### src/rtl/ripple_count_ctrl_pkg.sv
// Shared types and defaults for the ripple counter sequencer.
// The state enum is reused by the top-level FSM and by the bench.
package ripple_count_ctrl_pkg;

    typedef enum logic [2:0] {
        IDLE,
        CLEAR,
        PULSE,
        LOW,
        WAIT,
        SAMPLE,
        DONE,
        ABORT
    } state_t;

    localparam int DEF_WIDTH  = 4;
    localparam int DEF_SETTLE = 2;
    // Settle windows are limited to 1..15 cycles, so four bits suffice.
    localparam int SETTLE_W   = 4;

endpackage

### src/rtl/ripple_count_ctrl_settle_timer.sv
// Loadable down-counter that times the settle window after a clear or a pulse.
// o_expire marks the last cycle of the window.
module ripple_count_ctrl_settle_timer
    import ripple_count_ctrl_pkg::*;
#(
    parameter int W = SETTLE_W
) (
    input  logic         clk,
    input  logic         clr,
    input  logic         i_load,
    input  logic [W-1:0] i_load_val,
    input  logic         i_dec,
    output logic         o_expire
);

    logic [W-1:0] r_count;

    always_ff @(posedge clk or negedge clr) begin
        if (!clr) begin
            r_count <= '0;
        end else if (i_load) begin
            r_count <= i_load_val;
        end else if (i_dec && (r_count != '0)) begin
            r_count <= r_count - 1'b1;
        end
    end

    assign o_expire = (r_count == {{(W-1){1'b0}}, 1'b1});

endmodule

### src/rtl/ripple_count_ctrl.sv
// Sequencer for an asynchronous D-FF ripple counter: clear, pulse, settle, sample, compare.
// All outputs are registered decodes of the current state, so they trail the state by one cycle.
module ripple_count_ctrl
    import ripple_count_ctrl_pkg::*;
#(
    parameter int WIDTH  = DEF_WIDTH,
    parameter int SETTLE = DEF_SETTLE
) (
    input  logic             clk,
    input  logic             clr,
    input  logic             start,
    input  logic             abort,
    input  logic [WIDTH-1:0] target,
    input  logic [WIDTH-1:0] cnt_q,
    output logic             cnt_tick,
    output logic             cnt_clr,
    output logic             busy,
    output logic             done,
    output logic             error,
    output logic [WIDTH-1:0] count_out
);

    localparam logic [SETTLE_W-1:0] SETTLE_V = SETTLE_W'(SETTLE);

    state_t           r_state;
    state_t           w_state_nx;
    logic             w_load;
    logic             w_dec;
    logic             w_expire;
    logic             w_abort_req;
    logic [WIDTH-1:0] r_tgt;
    logic [WIDTH-1:0] r_exp;
    logic             r_cnt_tick;
    logic             r_cnt_clr;
    logic             r_busy;
    logic             r_done;
    logic             r_error;
    logic [WIDTH-1:0] r_count_out;

    ripple_count_ctrl_settle_timer #(.W(SETTLE_W)) u_settle_timer (
        .clk        (clk),
        .clr        (clr),
        .i_load     (w_load),
        .i_load_val (SETTLE_V),
        .i_dec      (w_dec),
        .o_expire   (w_expire)
    );

    // ABORT is already the teardown, so a held abort does not stretch it.
    assign w_abort_req = abort && (r_state != IDLE) && (r_state != ABORT);

    always_ff @(posedge clk or negedge clr) begin
        if (!clr) r_state <= IDLE;
        else      r_state <= w_state_nx;
    end

    always_comb begin
        w_state_nx = r_state;
        w_load     = 1'b0;
        w_dec      = 1'b0;
        if (w_abort_req) begin
            w_state_nx = ABORT;
        end else begin
            case (r_state)
                IDLE:    if (start) w_state_nx = CLEAR;
                CLEAR: begin
                    w_load     = 1'b1;
                    w_state_nx = WAIT;
                end
                PULSE:   w_state_nx = LOW;
                LOW: begin
                    w_load     = 1'b1;
                    w_state_nx = WAIT;
                end
                WAIT: begin
                    w_dec = 1'b1;
                    if (w_expire) w_state_nx = SAMPLE;
                end
                SAMPLE: begin
                    if (cnt_q != r_exp)      w_state_nx = IDLE;
                    else if (cnt_q == r_tgt) w_state_nx = DONE;
                    else                     w_state_nx = PULSE;
                end
                DONE:    w_state_nx = IDLE;
                ABORT:   w_state_nx = IDLE;
                default: w_state_nx = IDLE;
            endcase
        end
    end

    always_ff @(posedge clk or negedge clr) begin
        if (!clr) begin
            r_cnt_tick  <= 1'b0;
            r_cnt_clr   <= 1'b0;
            r_busy      <= 1'b0;
            r_done      <= 1'b0;
            r_error     <= 1'b0;
            r_count_out <= '0;
            r_tgt       <= '0;
            r_exp       <= '0;
        end else begin
            r_cnt_tick <= (r_state == PULSE);
            r_cnt_clr  <= (r_state == CLEAR) || (r_state == ABORT);
            r_busy     <= (r_state != IDLE);
            r_done     <= (r_state == DONE) && !w_abort_req;
            if ((r_state == IDLE) && start) begin
                r_tgt   <= target;
                r_error <= 1'b0;
            end
            if (r_state == CLEAR) r_exp <= '0;
            if (r_state == PULSE) r_exp <= r_exp + 1'b1;
            // An abort landing on SAMPLE discards that sample entirely.
            if ((r_state == SAMPLE) && !w_abort_req) begin
                r_count_out <= cnt_q;
                if (cnt_q != r_exp) r_error <= 1'b1;
            end
        end
    end

    assign cnt_tick  = r_cnt_tick;
    assign cnt_clr   = r_cnt_clr;
    assign busy      = r_busy;
    assign done      = r_done;
    assign error     = r_error;
    assign count_out = r_count_out;

endmodule

### config.mk
export PLATFORM = sky130hd
export DESIGN_NAME = ripple_count_ctrl
export DESIGN_NICKNAME = d
export VERILOG_FILES = /design/src/rtl/ripple_count_ctrl_pkg.sv /design/src/rtl/ripple_count_ctrl_settle_timer.sv /design/src/rtl/ripple_count_ctrl.sv
export SDC_FILE = /design/constraint.sdc
export NUM_CORES = 1
export LEC_CHECK = 0
export CAP_MARGIN = 30
export CORE_MARGIN = 2
export CORE_UTILIZATION = 50
export CTS_CLUSTER_DIAMETER = 150
export CTS_CLUSTER_SIZE = 24
export DETAILED_ROUTE_END_ITERATION = 10
export PLACE_DENSITY = 0.8
export SLEW_MARGIN = 0
export SYNTH_ARGS = -nofsm -noshare
export SYNTH_HDL_FRONTEND = slang
export SYNTH_SLANG_ARGS = --single-unit
### constraint.sdc
create_clock -name clk -period 3.48 [get_ports clk]
set_clock_uncertainty 0.2 [all_clocks]
set_input_delay 0.522 -clock clk [delete_from_list [all_inputs] [get_ports clk]]
set_output_delay 0.522 -clock clk [all_outputs]
set_load 0.05 [all_outputs]
==> results.ini, run 1 <==
[status]
status=completed

[cts]
ctsHoldBuffers=0
clk-insertion-delay-late_ns=0.32
clockBufferDepth=2
clock-root-buffer=clkbuf_4
cts_setup_buffers=0
cts_tree=done
cts.clk_slew.worst_paths_ns=0.13
clock_sinks=24
cts.repair.resized=0
h-tree-depth=1
cts-buffers-inserted=3

[routing]
antenna_left=0
drcViolationCount=0
wl_per_cell_um=13.8
vias=922
first_pass_iters=4
drt-initial-drc-count=11
drt-total-wl_mm=2.30
viasPerCell=5.55

[sta]
final.period_utilization_pct=64.3
worst_pin_slew_ns=0.570
hold_violations=0
min_period_ns=2.24
rsz0062_at_grt=false
fmax_mhz=447
setup_ws_ns=1.24
hold_ws_ns=0.289
tns_ns=0
slew_headroom_pct=62.0
finalSetupViolCount=0
drv_slew=0

[critical_path]
r2r_start=r_state[0]$_DFFE_PN0P_
crit_required_ns=2.76
r2r_slack_ns=1.51
worst_setup_path_start_kind=register
crit_path_end_kind=output pin
crit_chain=clkdlybuf4s50_1
cp_max_fo=2
crit_arrival_ns=1.51
path_delay_family=buffers and inverters
timing.rr.end=count_out[0]$_DFFE_PN0P_
reg2reg_depth=3
worstSetupPathType=reg -> out
slowest_stage=clkdlybuf4s50_1
crit_buf_inv=1
critical-path-max-stage-delay_ns=0.81

[synthesis]
syn_nets=132
synthCells=117
synth.area.top_cells=dfrtp_1 49%, mux2_2 7.3%, xor2_1 3.6%
synth_cell_types=37
synth_seq_area_share_pct=48.8
async_flop_share_pct=100
synth-main-ff-cell=dfrtp_1
syn_area_per_cell_um2=10.5
syn_area_mm2=0.00123
synth-edff-count=0
synth.ff_latch_count=24
synth_top_area_share_pct=48.8
synth_area_leader_cell=dfrtp_1
yosys_warnings=0

[placed_design]
place_ws_ns=1.07
place.gp.congestion=0.769
dp_cells=162
io_buffers=20
dp.final_hpwl_mm=1.77
place_area_mm2=0.00147

[floorplan]
die_w_um=53.6
die_area_mm2=0.00287
die_height_um=53.6
ioPinCount=21
core_area_mm2=0.00228
std_cell_rows=17
initial_utilization_pct=54.0

[power_and_ir_drop]
powerDensity_mw_per_mm2=900
irDropWorstVdd_v=0.000595
cellLeakagePower_nw=0.639
p_total_mw=1.35

[final_layout]
area_delta_synth_final_pct=22.2
antenna_cells=0
most-common-layout-cells=24 x dfrtp_1, 20 x clkdlybuf4s50_1
fin_cells=166
final_common_cell=dfrtp_1
final_util_pct=66.0
drive_gt1_share_pct=13.8
fin_nets=154
final_cell_area_mm2=0.00150

[global_route]
grt_max_degree=19
grt_pass1_vias=927
grt_pass1_wl_mm=4.02
grt_use_total_pct=20.1
antenna_found_initial=0
grt_overflow_total=0

[hold_path]
hold_class=in -> async

[run]
maxCapViolations=0

==> worst max path at each step <==
stage,cells past startpoint,startpoint,endpoint
5_1_grt,1,count_out[0]$_DFFE_PN0P_,count_out[0]
4_1_cts,1,count_out[0]$_DFFE_PN0P_,count_out[0]
3_3_place_gp,4,abort,count_out[1]$_DFFE_PN0P_
6_report,1,error$_DFF_PN0_,error
2_1_floorplan,4,r_state[1]$_DFFE_PN0P_,r_tgt[0]$_DFFE_PN0P_
3_5_place_dp,5,cnt_q[3],r_state[2]$_DFFE_PN0P_
==> where the power goes <==
part	switching [mW]	internal, mW	total (mW)
Sequential	0.159	0.402	0.561
Clock	0.0860	0.0640	0.150
Combinational	0.360	0.281	0.642
Total	0.605	0.748	1.35
==> cells by family (layout without fill, tap and decap cells) <==
group / count (synthesis) / after routing / synth area share (%)
AOI/OAI and AO/OA: 25 / 25 / 12.4
xor gates and xnor gates: 9 / 9 / 6.41
adders and majority gates: 3 / 3 / 3.05
buffers and inverters: 10 / 31 / 3.97
DFF: 24 / 24 / 48.8
muxes: 8 / 8 / 7.32
and+or+nand+nor: 38 / 38 / 18.0
==> layout make-up <==
cell class	instances	area, um2
clock buffer	4	36.3
sequential	24	601
timing repair buffer	21	228
tap	28	35.0
inverter	6	22.5
fill	171	773
multi-input combinational	83	581
==> Yosys cell counts (2+ instances only) <==
cell / number
inv_1: 6
ha_1: 3
nand3_1: 3
nor3_1: 4
xnor2_1: 4
nand2b_1: 4
nor2_1: 8
clkbuf_1: 2
a21oi_1: 7
o21ai_0: 8
dfrtp_1: 24
nand2_1: 8
xor2_1: 5
mux2_2: 8
==> routing by layer <==
layer	GRT usage [%]	vias to the layer above	part of all wire [%]
met5	0	-	0
met4	8.97	0	1.6
met3	3.61	4	4.3
met2	35.6	22	52
met1	23.8	443	42
li1	-	453	-
==> flip-flops by register name, summed over array words and instances, names as in the netlist <==
signal and count:
cnt_tick 1, busy 1, cnt_clr 1, r_tgt 4
count_out 4, u_settle_timer.r_count 4, done 1, r_exp 4
error 1, r_state 3
Note: power is estimated with default switching activity, not from simulation.
==> inputs of run 2 (changes only) <==
--- a/config.mk
+++ b/config.mk
@@ -7,11 +7,11 @@
 export LEC_CHECK = 0
 export CAP_MARGIN = 30
 export CORE_MARGIN = 2
-export CORE_UTILIZATION = 50
+export CORE_UTILIZATION = 46
 export CTS_CLUSTER_DIAMETER = 150
 export CTS_CLUSTER_SIZE = 24
 export DETAILED_ROUTE_END_ITERATION = 10
-export PLACE_DENSITY = 0.8
+export PLACE_DENSITY = 0.78
 export SLEW_MARGIN = 0
 export SYNTH_ARGS = -nofsm -noshare
 export SYNTH_HDL_FRONTEND = slang
==> constraint.sdc (replaced) <==
create_clock -name clk -period 1.9 [get_ports clk]
set_clock_uncertainty 0.2 [all_clocks]
set_input_delay 0.285 -clock clk [delete_from_list [all_inputs] [get_ports clk]]
set_output_delay 0.285 -clock clk [all_outputs]
set_load 0.05 [all_outputs]
==> run 2 against run 1 <==
Routed wire length is 7.0% higher. Sequential cell count stayed put. Sequential share of layout area is 1.3 points lower. Setup slack worse by 1.1 ns. Final cell count is 8.4% higher. Via count is 5.0% higher. Critical path depth is 2 higher.
==> results.ini, run 2 (synthesis results as in run 1) <==
[sta]
worst_pin_slew_ns=0.361  ; was 0.570 ns
finalSetupViolCount=0  ; unchanged
slew_headroom_pct=75.9  ; was 62.0%
tns_ns=0  ; unchanged
drv_slew=0  ; unchanged
final.period_utilization_pct=94.3
rsz0062_at_grt=false  ; unchanged
fmax_mhz=558
hold_ws_ns=0.104  ; was 0.289 ns
min_period_ns=1.79
hold_violations=0  ; unchanged

[critical_path]
r2r_start=r_state[1]$_DFFE_PN0P_  ; was r_state[0]$_DFFE_PN0P_
reg2reg_depth=3  ; unchanged
worst_setup_path_start_kind=register  ; unchanged
crit_arrival_ns=1.81  ; was 1.51 ns
crit_chain=or3_4 > nor2_4 > mux2_2  ; was clkdlybuf4s50_1
crit_path_end_kind=register  ; was output pin
worstSetupPathType=reg -> reg  ; was reg -> out
critical-path-max-stage-delay_ns=0.53  ; was 0.81 ns
cp_max_fo=10  ; was 2
crit_required_ns=1.92  ; was 2.76 ns
timing.rr.end=r_tgt[1]$_DFFE_PN0P_  ; was count_out[0]$_DFFE_PN0P_
slowest_stage=dfrtp_1  ; was clkdlybuf4s50_1
r2r_slack_ns=0.11  ; was 1.51 ns

[global_route]
grt_max_degree=25  ; was 19
grt_overflow_total=0  ; unchanged
grt_pass1_wl_mm=4.37  ; was 4.02 mm
antenna_found_initial=0  ; unchanged
grt_use_total_pct=18.3  ; was 20.1%
grt_pass1_vias=974  ; was 927

[routing]
viasPerCell=5.38  ; was 5.55
drt-total-wl_mm=2.46  ; was 2.30 mm
antenna_left=0  ; unchanged
vias=968  ; was 922
drcViolationCount=0  ; unchanged
drt-initial-drc-count=16  ; was 11
first_pass_iters=4  ; unchanged
wl_per_cell_um=13.7  ; was 13.8 um

[status]
status=completed  ; unchanged

[placed_design]
dp_cells=176  ; was 162
dp.final_hpwl_mm=1.95  ; was 1.77 mm
io_buffers=20  ; unchanged
place.gp.congestion=0.840  ; was 0.769

[final_layout]
antenna_cells=0  ; unchanged
multi_input_area_um2=581  ; unchanged
most-common-layout-cells=24 x dfrtp_1, 22 x buf_4, 11 x clkdlybuf4s50_1  ; was 24 x dfrtp_1, 20 x clkdlybuf4s50_1
area_delta_synth_final_pct=26.2  ; was 22.2%
final_util_pct=62.1  ; was 66.0%
n_fill_cell=198  ; was 171
fin_nets=166  ; was 154
drive_gt1_share_pct=26.7  ; was 13.8%
regArea_um2=601  ; unchanged
fin_cells=180  ; was 166
final_common_cell=dfrtp_1  ; unchanged

[floorplan]
ioPinCount=21  ; unchanged
die_area_mm2=0.00310  ; was 0.00287 mm2
die_height_um=55.7  ; was 53.6 um
core_area_mm2=0.00250  ; was 0.00228 mm2
initial_utilization_pct=49.2  ; was 54.0%
std_cell_rows=18  ; was 17
die_w_um=55.7  ; was 53.6 um

[cts]
clk-insertion-delay-late_ns=0.31  ; was 0.32 ns
ctsHoldBuffers=0  ; unchanged
cts.clk_slew.worst_paths_ns=0.13  ; about the same
cts_setup_buffers=0  ; unchanged
clock-root-buffer=clkbuf_4  ; unchanged
h-tree-depth=1  ; unchanged
clock_sinks=24  ; unchanged
clockBufferDepth=2  ; unchanged
cts.repair.resized=0  ; unchanged
cts-buffers-inserted=3  ; unchanged
cts_tree=done  ; unchanged

[run]
maxCapViolations=0  ; unchanged

[hold_path]
hold_class=in -> async  ; unchanged

[power_and_ir_drop]
powerDensity_mw_per_mm2=1630  ; was 900 mW/mm2
irDropWorstVdd_v=0.00109  ; was 0.000595 V
cellLeakagePower_nw=0.700  ; was 0.639 nW

[run 2: power by group]
group | total, mW | switching [mW] | internal, mW
Sequential | 0.953 | 0.214 | 0.739
Combinational | 1.31 | 0.759 | 0.552
Clock | 0.266 | 0.149 | 0.117
[run 2: through the flow]
step | setup slack (ns) | cell area, um2 | total power, mW
after global placement | 0.0222 | 1520 | 2.22
after global routing | 0.0115 | 1550 | 2.72
final | 0.108 | 1550 | 2.53
after detailed placement | -0.128 | 1520 | 2.28
after CTS | 0.0996 | 1550 | 2.55
after floorplan | 0.236 | 1230 | 1.89
[run 2: layer usage]
layer	global-route usage [%]	share of wire, %
met4	10.8	2.6
met1	22.3	42
met5	0	0
met2	30.6	52
met3	2.79	3.5
[run 2: worst max-delay path by stage]
stage / start / end / slack (ns)
2_1_floorplan: r_state[1]$_DFFE_PN0P_ / r_tgt[0]$_DFFE_PN0P_ / 0.24
3_3_place_gp: abort / count_out[1]$_DFFE_PN0P_ / 0.02
3_5_place_dp: cnt_q[3] / r_state[2]$_DFFE_PN0P_ / -0.13
4_1_cts: r_state[1]$_DFFE_PN0P_ / r_tgt[1]$_DFFE_PN0P_ / 0.1
5_1_grt: r_exp[2]$_DFFE_PN0P_ / r_state[2]$_DFFE_PN0P_ / 0.01
6_report: r_state[1]$_DFFE_PN0P_ / r_tgt[1]$_DFFE_PN0P_ / 0.11
[run 2: worst max-delay path, delay by kind of cell (launching register included)]
family        cells  cell delay [ns]
flops             1             0.53
mux               1             0.35
simple gates      2             0.62
[run 2: cell type report]
class	count	area share, %
Clock buffer	4	2.34
Inverter	6	1.45
Multi-Input combinational cell	83	37.4
Sequential cell	24	38.7
Tap cell	30	2.42
Timing Repair Buffer	33	17.7
